**src/rtl/uart_pkg.sv**
```systemverilog
// uart_pkg: constants and receive FSM state shared by the UART transmit and receive sides
package uart_pkg;
  localparam int UART_OVERSAMPLE = 16;
  localparam int UART_DATA_BITS  = 8;
  typedef enum logic [1:0] {RX_IDLE, RX_START, RX_DATA, RX_STOP} rx_state_e;
endpackage

```
**src/rtl/sync_2ff.sv**
```systemverilog
// sync_2ff: two-flop synchronizer for one asynchronous input, resets to the idle-high level
module sync_2ff (
  input  logic clk_i,
  input  logic rst_i,
  input  logic d_i,
  output logic q_o
);
  logic [1:0] ff_q;
  always_ff @(posedge clk_i) ff_q <= rst_i ? 2'b11 : {ff_q[0], d_i};
  assign q_o = ff_q[1];
endmodule

```
**src/rtl/uart_rcv_control.sv**
```systemverilog
// uart_rcv_control: oversampled UART receive FSM driving the shift register and status flags
module uart_rcv_control
  import uart_pkg::*;
#(
  parameter int OVERSAMPLE = UART_OVERSAMPLE,
  parameter int DATA_BITS  = UART_DATA_BITS
) (
  input  logic Clock,
  input  logic Reset,
  input  logic BaudTick,
  input  logic RxD,
  input  logic Read,
  output logic Shift,
  output logic RxBit,
  output logic Busy,
  output logic DataReady,
  output logic FramingError,
  output logic Overrun
);
  localparam int TW = $clog2(OVERSAMPLE);
  localparam int BW = $clog2(DATA_BITS + 1);
  localparam logic [TW-1:0] HALF = TW'(OVERSAMPLE / 2 - 1);
  localparam logic [TW-1:0] LAST = TW'(OVERSAMPLE - 1);
  localparam logic [BW-1:0] BLAST = BW'(DATA_BITS - 1);
  rx_state_e state_q, state_d;
  logic [TW-1:0] tick_q, tick_d;
  logic [BW-1:0] bit_q, bit_d;
  logic shift_q, shift_d, rxbit_q, rxbit_d;
  logic dr_q, dr_d, fe_q, fe_d, ov_q, ov_d;
  logic rx_s, stop_smp, stop_ok;
  sync_2ff u_sync (
    .clk_i(Clock),
    .rst_i(Reset),
    .d_i  (RxD),
    .q_o  (rx_s)
  );
  always_comb begin
    state_d  = state_q;
    tick_d   = tick_q;
    bit_d    = bit_q;
    shift_d  = 1'b0;
    rxbit_d  = rxbit_q;
    stop_smp = 1'b0;
    if (BaudTick) begin
      case (state_q)
        RX_IDLE: if (!rx_s) begin
          state_d = RX_START;
          tick_d  = '0;
        end
        RX_START: if (tick_q == HALF) begin
          state_d = rx_s ? RX_IDLE : RX_DATA;
          tick_d  = '0;
          bit_d   = '0;
        end else tick_d = tick_q + 1'b1;
        RX_DATA: if (tick_q == LAST) begin
          shift_d = 1'b1;
          rxbit_d = rx_s;
          tick_d  = '0;
          bit_d   = bit_q + 1'b1;
          state_d = (bit_q == BLAST) ? RX_STOP : RX_DATA;
        end else tick_d = tick_q + 1'b1;
        RX_STOP: if (tick_q == LAST) begin
          stop_smp = 1'b1;
          state_d  = RX_IDLE;
          tick_d   = '0;
        end else tick_d = tick_q + 1'b1;
        default: state_d = RX_IDLE;
      endcase
    end
  end
  // a flag being set in the same cycle as a Read wins over the clear
  assign stop_ok = stop_smp & rx_s;
  assign dr_d    = stop_ok | (dr_q & ~Read);
  assign fe_d    = (stop_smp & ~rx_s) | (fe_q & ~Read);
  assign ov_d    = (stop_ok & dr_q & ~Read) | (ov_q & ~Read);
  always_ff @(posedge Clock) begin
    if (Reset) begin
      state_q <= RX_IDLE;
      tick_q  <= '0;
      bit_q   <= '0;
      shift_q <= 1'b0;
      rxbit_q <= 1'b1;
      dr_q    <= 1'b0;
      fe_q    <= 1'b0;
      ov_q    <= 1'b0;
    end else begin
      state_q <= state_d;
      tick_q  <= tick_d;
      bit_q   <= bit_d;
      shift_q <= shift_d;
      rxbit_q <= rxbit_d;
      dr_q    <= dr_d;
      fe_q    <= fe_d;
      ov_q    <= ov_d;
    end
  end
  assign Shift        = shift_q;
  assign RxBit        = rxbit_q;
  assign Busy         = (state_q != RX_IDLE);
  assign DataReady    = dr_q;
  assign FramingError = fe_q;
  assign Overrun      = ov_q;
endmodule

```
**config.mk**
```make
export PLATFORM = sky130hd
export DESIGN_NAME = uart_rcv_control
export DESIGN_NICKNAME = d
export VERILOG_FILES = /design/src/rtl/uart_pkg.sv /design/src/rtl/sync_2ff.sv /design/src/rtl/uart_rcv_control.sv
export SDC_FILE = /design/constraint.sdc
export NUM_CORES = 1
export LEC_CHECK = 0
export BUFFER_PORTS_ARGS = -buffer_cell sky130_fd_sc_hd__clkbuf_2
export CAP_MARGIN = 0
export CELL_PAD_IN_SITES_DETAIL_PLACEMENT = 1
export CELL_PAD_IN_SITES_GLOBAL_PLACEMENT = 2
export CORE_MARGIN = 10
export CORE_UTILIZATION = 35
export CTS_CLUSTER_DIAMETER = 30
export DETAILED_ROUTE_END_ITERATION = 10
export GPL_ROUTABILITY_DRIVEN = 1
export PLACE_DENSITY = 0.86
export RECOVER_POWER = 25
export SETUP_SLACK_MARGIN = 0.1
export SYNTH_ARGS = -nofsm -noshare
export SYNTH_HDL_FRONTEND = slang
export SYNTH_SLANG_ARGS = --single-unit
```
**constraint.sdc**
```tcl
create_clock -name Clock -period 2.9 [get_ports Clock]
set_input_delay 0.145 -clock Clock [delete_from_list [all_inputs] [get_ports Clock]]
set_output_delay 0.145 -clock Clock [all_outputs]
set_load 0.03 [all_outputs]
```
==> results of run 1 <==
[per-layer routing]
metal  part of all wire  track usage
met5                  0            0
met4              0.029       0.0603
met3              0.035       0.0294
met2               0.44        0.127
met1               0.49        0.107
[through the flow]
step,area [sq um],setup slack [ns],hold slack [ns],total power (uW),std cells
3_3_place_gp,857,1.37,0.333,260,122
4_1_cts,885,1.30,0.00873,397,126
3_5_place_dp,857,1.31,0.336,260,122
6_report,880,1.31,0.0115,391,126
2_1_floorplan,801,1.45,0.218,252,89
5_1_grt,880,1.15,0.00680,409,126
[power by group through the flow]
stage	combinational, uW	sequential (uW)	clock (uW)
3_5_place_dp	17.5	243	0
6_report	17.6	237	136
5_1_grt	19.5	238	151
2_1_floorplan	10.3	242	0
4_1_cts	17.9	237	142
3_3_place_gp	17.3	243	0
[flip-flops by register name, indices dropped and copies added (netlist names), named ones only]
register,flops
RxBit,1
Shift,1
tick_q,4
Overrun,1
FramingError,1
DataReady,1
bit_q,4
u_sync.ff_q,2
state_q,1
[cells by family after synthesis]
group | Yosys count
AOI/OAI and AO/OA | 18
muxes | 4
xor gates and xnor gates | 2
buffers and inverters | 8
and+or+nand+nor | 38
adders and majority gates | 2
DFF | 17
[worst max-delay path: cells and delay by family (launching register included)]
kind / cells / cell delay (ns)
flops: 1 / 0.39
simple gates: 3 / 0.55
fa+ha+maj: 1 / 0.28
mux: 1 / 0.31
[path summary, 6_finish.rpt]
| check | from | to | slack [ns] | cells past startpoint |
|---|---|---|---|---|
| setup / recovery | tick_q[0] | bit_q[0] | 1.31 | 5 |
| hold / removal | RxD | u_sync.ff_q[0] | 0.01 | 2 |
| setup reg to reg | tick_q[0] | bit_q[0] | 1.31 | 5 |
| hold reg to reg | u_sync.ff_q[0] | u_sync.ff_q[1] | 0.43 | 1 |
[layout by cell type, fill, tap and decap left out, drive strengths merged, types with 3 or more instances in the layout]
master  netlist  routed
a211oi        4       4
dfxtp        17      17
clkbuf        2      13
or2           4       4
nor2         14      14
mux2i         3       3
nand3         3       3
a21oi         6       6
nand2         5       5
[layout make-up]
type | instances | area, sq um | area share
Multi-Input combinational cell | 64 | 420 | 0.478
Sequential cell | 17 | 340 | 0.387
Clock buffer | 3 | 22.5 | 0.0256
Tap cell | 28 | 35.0 | 0.0398
Timing Repair Buffer | 10 | 45.0 | 0.0512
Inverter | 3 | 11.3 | 0.0128
Clock inverter | 1 | 5.00 | 0.00569
==> key figures, run 1 <==
Hold path
  • HP Class: in -> reg

Synthesis
  • Area leader, netlist: dfxtp_1
  • Sequential fraction of the synthesis area: 0.425
  • XOR/XNOR Fraction of Synth Area: 0.0219
  • Adder-Cell Fraction of Synth Area: 0.0313
  • Yosys reg bits: 17
  • Share of Yosys cell area claimed by the top area cell type: 0.425
  • Cells after synthesis: slightly below 90
  • Multiplexer area fraction after synthesis: 0.0516
  • Simple-gate area share of the yosys netlist: 0.253
  • Count leader, synth: dfxtp_1
  • Synth Cell Area: 801 sq um
  • Largest family of logic cells by synthesized area: simple AND/OR/NAND/NOR gates
  • Mean Syn Cell Area: 9.00 sq um
  • Synth unique cells: 36
  • Syn_nets: 96
  • Ys Warns: 0
  • EDFF count, synth: 0
  • Synth top cells by count: dfxtp_1 (17), nor2_1 (14), a21oi_1 (5), nand2_1 (5), mux2i_1 (3)
  • Ys async rst share: 0
  • Area fraction in compound gates after synthesis: 0.167
  • Synth area leaders: dfxtp_1 (43%), nor2_1 (6.6%), mux2i_1 (3.8%)
  • Synth Flop Type: dfxtp_1

Detailed routing
  • DRC: 0
  • Final wirelength: 1.74 mm
  • Vias: 659
  • Router iterations before antenna repair: 4
  • Drt via density: about 5.2
  • ANT nets after route: 0
  • DR WL/cell: 13.8 um
  • DR iter-0 viols: 4

Floorplanning
  • Core ar.: between 2000 and 2500 sq um
  • Initial Util: 0.366
  • DIE AREA: between 4000 and 5000 sq um
  • Chip height: 67.8 um
  • Row cnt: 17
  • Ports: 11
  • Die W: 67.8 um

Clock network
  • Root Buffer: clkbuf_4
  • H-tree depth: 1
  • Clock Pin Slew Worst Setup and Hold Paths: 0.11 ns
  • Num CTS Buffers: 3
  • Setup bufs post-CTS: 0
  • Clock latency on the worst-skew pair: 0.31 ns
  • Sink Count: 17
  • Post-CTS Hold Fix Bufs: 0
  • Deepest clock path buffer count: 2
  • CTS tree: yes
  • Post-CTS sizing: 0

Worst setup path
  • Worst EP required: 3.15 ns
  • Worst Path Arrival: approximately 1.8 ns
  • CP Capture Type: register
  • Critical path launch point type: register
  • Largest stage delay on the critical path: 0.39 ns
  • Max FO, Critical Path: 6
  • Worst path cell trace: ha_1 > nand3_2 > nand4bb_1 > mux2_2 > nor2_1
  • Crit path max-delay cell type: dfxtp_1
  • Setup CP Type: reg -> reg

Timing
  • Final Hold Vio Count: 0
  • RSZ-0062 raised after global routing: false
  • Final slew viol count: 0
  • Period utilization: 0.547
  • Fin crit period: 1.59 ns
  • Worst-Margin Slew: 0.708 ns
  • Slew HR: 0.528
  • Clock skew: 0.00553 ns
  • Final setup violation count: 0
  • Max Fclk: about 630 MHz
  • Total Negative Setup Slacks: 0 ns

Place
  • DP Wirelength: 1.27 mm
  • Number of I/O port buffers: 10
  • Final GP Congestion: approximately 0.77

Layout
  • Diode count: 0
  • Core Util, Final: 0.401
  • Area delta synth->final: 9.84%
  • Ratio of cells with drive above 1 in the final layout: 0.184
  • Fin nets: 106
  • FILL cells: 272

Run
  • Max-Cap Viols: 0

Pwr
  • Switching share of power: 0.250
  • Leak: 0.000314 uW
  • Switching pwr: slightly below 100 uW
  • P per Cell Area: ~440 nW/um^2
  • Worst IR Drop VDD: 0.298 mV
  • Comb power frac: 0.045
  • Clock share of power: 0.348
  • Sequential Power Share: 0.607
  • Int Pwr: around 300 uW

Global routing
  • GRT Overall Usage: 0.0877
  • Initial antenna violation count: 0
  • First-pass GRT wire length: between 3 and 4 mm
  • GRT Residual Overflow: 0
  • Largest net degree at the start of global routing: 17
  • Vias in the first global route: 688

Outcome
  • Status: finished clean
(Power assumes the default switching activity.)
==> inputs of run 2 (changes only) <==
Settings changed: CORE_UTILIZATION 35 to 33, PLACE_DENSITY 0.86 to 0.82.
Clock period 2.9 ns to 1.6 ns, I/O delays scaled along.
==> run 2 against run 1 <==
- clock power is 66% higher
- combinational power grew 120%
- via count increased by 3.6%
- final cell count is 4.0% higher
- die area rose by 4.3%
- flip-flop and latch count is the same
- register-to-register slack worse by 1.1 ns
- critical endpoint is now tick_q[3]
==> key figures, run 2 (same netlist as run 1, synthesis figures left out) <==
Clock network
  • Clock latency on the worst-skew pair: 0.28 ns (was 0.31 ns)
  • Root Buffer: clkbuf_4 (unchanged)
  • Clock Pin Slew Worst Setup and Hold Paths: 0.10 ns (was 0.11 ns)
  • Sink Count: 17 (unchanged)
  • CTS tree: yes (unchanged)
  • H-tree depth: 1 (unchanged)
  • Deepest clock path buffer count: 2 (unchanged)
  • Setup bufs post-CTS: 0 (unchanged)
  • Num CTS Buffers: 3 (unchanged)

Global routing
  • Largest net degree at the start of global routing: 17 (unchanged)
  • Initial antenna violation count: 0 (unchanged)
  • Vias in the first global route: 742 (was 688)
  • Met3 Track Usage GR: 0.0257 (was 0.0294)
  • GRT Overall Usage: 0.0804 (was 0.0877)
  • Global-route track usage on met1: 0.0904 (was 0.107)
  • First-pass GRT wire length: 3.31 mm (was 3.08 mm)
  • Top Usage Layer GRT: met2 (unchanged)
  • Met2 Usage GRT: 0.135 (was 0.127)
  • GRT Residual Overflow: 0 (unchanged)

Place
  • DP Wirelength: 1.36 mm (was 1.27 mm)
  • Number of I/O port buffers: 10 (unchanged)
  • Final GP Congestion: 0.734 (was 0.767)

Layout
  • Most frequent cells in the layout: dfxtp_1 (14), nor2_1 (14), clkbuf_2 (7) (was dfxtp_1 (17), nor2_1 (14), clkbuf_2 (6))
  • Ratio of cells with drive above 1 in the final layout: 0.272 (was 0.184)
  • Area delta synth->final: 20.2% (was 9.84%)
  • Fin nets: 111 (was 106)
  • Area of the multi-input gates: 455 sq um (was 420 sq um)
  • FILL cells: 293 (was 272)
  • FF/Latch Area: 344 sq um (was 340 sq um)
  • Diode count: 0 (unchanged)
  • Biggest regs: bit_q x4, tick_q x4, u_sync.ff_q x2 (unchanged)

Pwr
  • Worst IR Drop VDD: 0.499 mV (was 0.298 mV)
  • Leak: 0.000343 uW (was 0.000314 uW)
  • Power Total: 695 uW (was 391 uW)
  • P per Cell Area: 723 nW/um^2 (was 445 nW/um^2)

Floorplanning
  • DIE AREA: 4800 sq um (was 4600 sq um)
  • Core ar.: 2250 sq um (was 2190 sq um)
  • Chip height: 69.3 um (was 67.8 um)
  • Ports: 11 (unchanged)
  • Row cnt: 17 (unchanged)
  • Initial Util: 0.355 (was 0.366)
  • Die W: 69.3 um (was 67.8 um)

Detailed routing
  • Drt via density: 5.21 (was 5.23)
  • ANT nets after route: 0 (unchanged)
  • DR iter-0 viols: 14 (was 4)
  • DR WL/cell: 14.9 um (was 13.8 um)
  • DRC: 0 (unchanged)
  • Final wirelength: 1.96 mm (was 1.74 mm)
  • Router iterations before antenna repair: 3 (was 4)
  • Vias: 683 (was 659)

Timing
  • Period utilization: 0.871 (was 0.547)
  • Slew HR: 0.750 (was 0.528)
  • Worst-Margin Slew: 0.376 ns (was 0.708 ns)
  • Clock skew: 0.00110 ns (was 0.00553 ns)
  • Max Fclk: 717 MHz (was 630 MHz)
  • Fin crit period: 1.39 ns (was 1.59 ns)
  • Final slew viol count: 0 (unchanged)
  • Total Negative Setup Slacks: 0 ns (unchanged)
  • RSZ-0062 raised after global routing: false (unchanged)
  • Final setup violation count: 0 (unchanged)
  • Final Hold Vio Count: 0 (unchanged)

Worst setup path
  • CP Capture Type: register (unchanged)
  • Worst Path Arrival: 1.61 ns (was 1.84 ns)
  • Max FO, Critical Path: 6 (unchanged)
  • Setup CP Type: reg -> reg (unchanged)
  • R2r setup slk: 0.21 ns (was 1.31 ns)
  • Worst EP required: 1.82 ns (was 3.15 ns)
  • Critical path launch point type: register (unchanged)
  • Reg2Reg Depth: 5 (unchanged)

Hold path
  • Hold Path Depth: 2 (unchanged)
  • HP Class: in -> reg (unchanged)

Outcome
  • Status: finished clean (unchanged)

Run
  • Max-Cap Viols: 0 (unchanged)
-- run 2: cell count changes in the layout (fill, tap and decap cells not counted), sizes merged --
| cell | before | now |
|---|---|---|
| buf | 0 | 3 |
| dlygate4sd3 | 0 | 2 |
-- run 2: stage by stage --
step,std cells,worst slack (ns),instance area (sq um),util,hold WS (ns)
3_3_place_gp,125,0.122,880,0.390,0.268
2_1_floorplan,89,0.150,801,-,0.153
6_report,131,0.206,962,0.427,0.183
4_1_cts,131,0.105,946,0.420,0.178
5_1_grt,131,0.0979,962,0.427,0.202
3_5_place_dp,125,0.0470,880,0.390,0.268
-- run 2: repair_timing --
| item | in CTS | in global routing |
|---|---|---|
| endpoints found under the setup margin | 4 | 10 |
| pin swaps | 0 | 0 |
| hold endpoints to repair | 2 | 0 |
| hold buffers | 2 | 0 |
| gates resized for setup | 3 | 5 |
-- run 2: cell type report --
type	instances	share of cell area
Multi-Input combinational cell	64	0.473
Sequential cell	17	0.358
Timing Repair Buffer	15	0.0923
Tap cell	28	0.0364
Clock buffer	3	0.0234
Inverter	3	0.0117
Clock inverter	1	0.00520
-- run 2: worst paths after layout --
check,start,to
hold reg to reg,u_sync.ff_q[0],u_sync.ff_q[1]
setup reg to reg,state_q[0],tick_q[3]
setup / recovery,state_q[0],tick_q[3]
hold / removal,Reset,tick_q[1]
-- run 2: worst max-delay path: stages, from the launching register on --
cell and delay [ns]:
dfxtp_1 0.32, buf_4 0.15, or2_1 0.28, o21ai_1 0.31, nand2_1 0.11, a21oi_1 0.15
-- run 2: report_power, final --
part	internal, uW	leakage [uW]	total (uW)	switching [uW]
logic	17.0	0.000186	39.3	22.3
registers	427	0.000139	430	2.90
clock network	92.7	0.0000177	226	134
-- run 2: per-layer routing --
layer / routed length [um] / share of wire
met2: 1020 / 0.52
met3: 58 / 0.030
met1: 854 / 0.44
met5: 0 / 0
met4: 17 / 0.0087
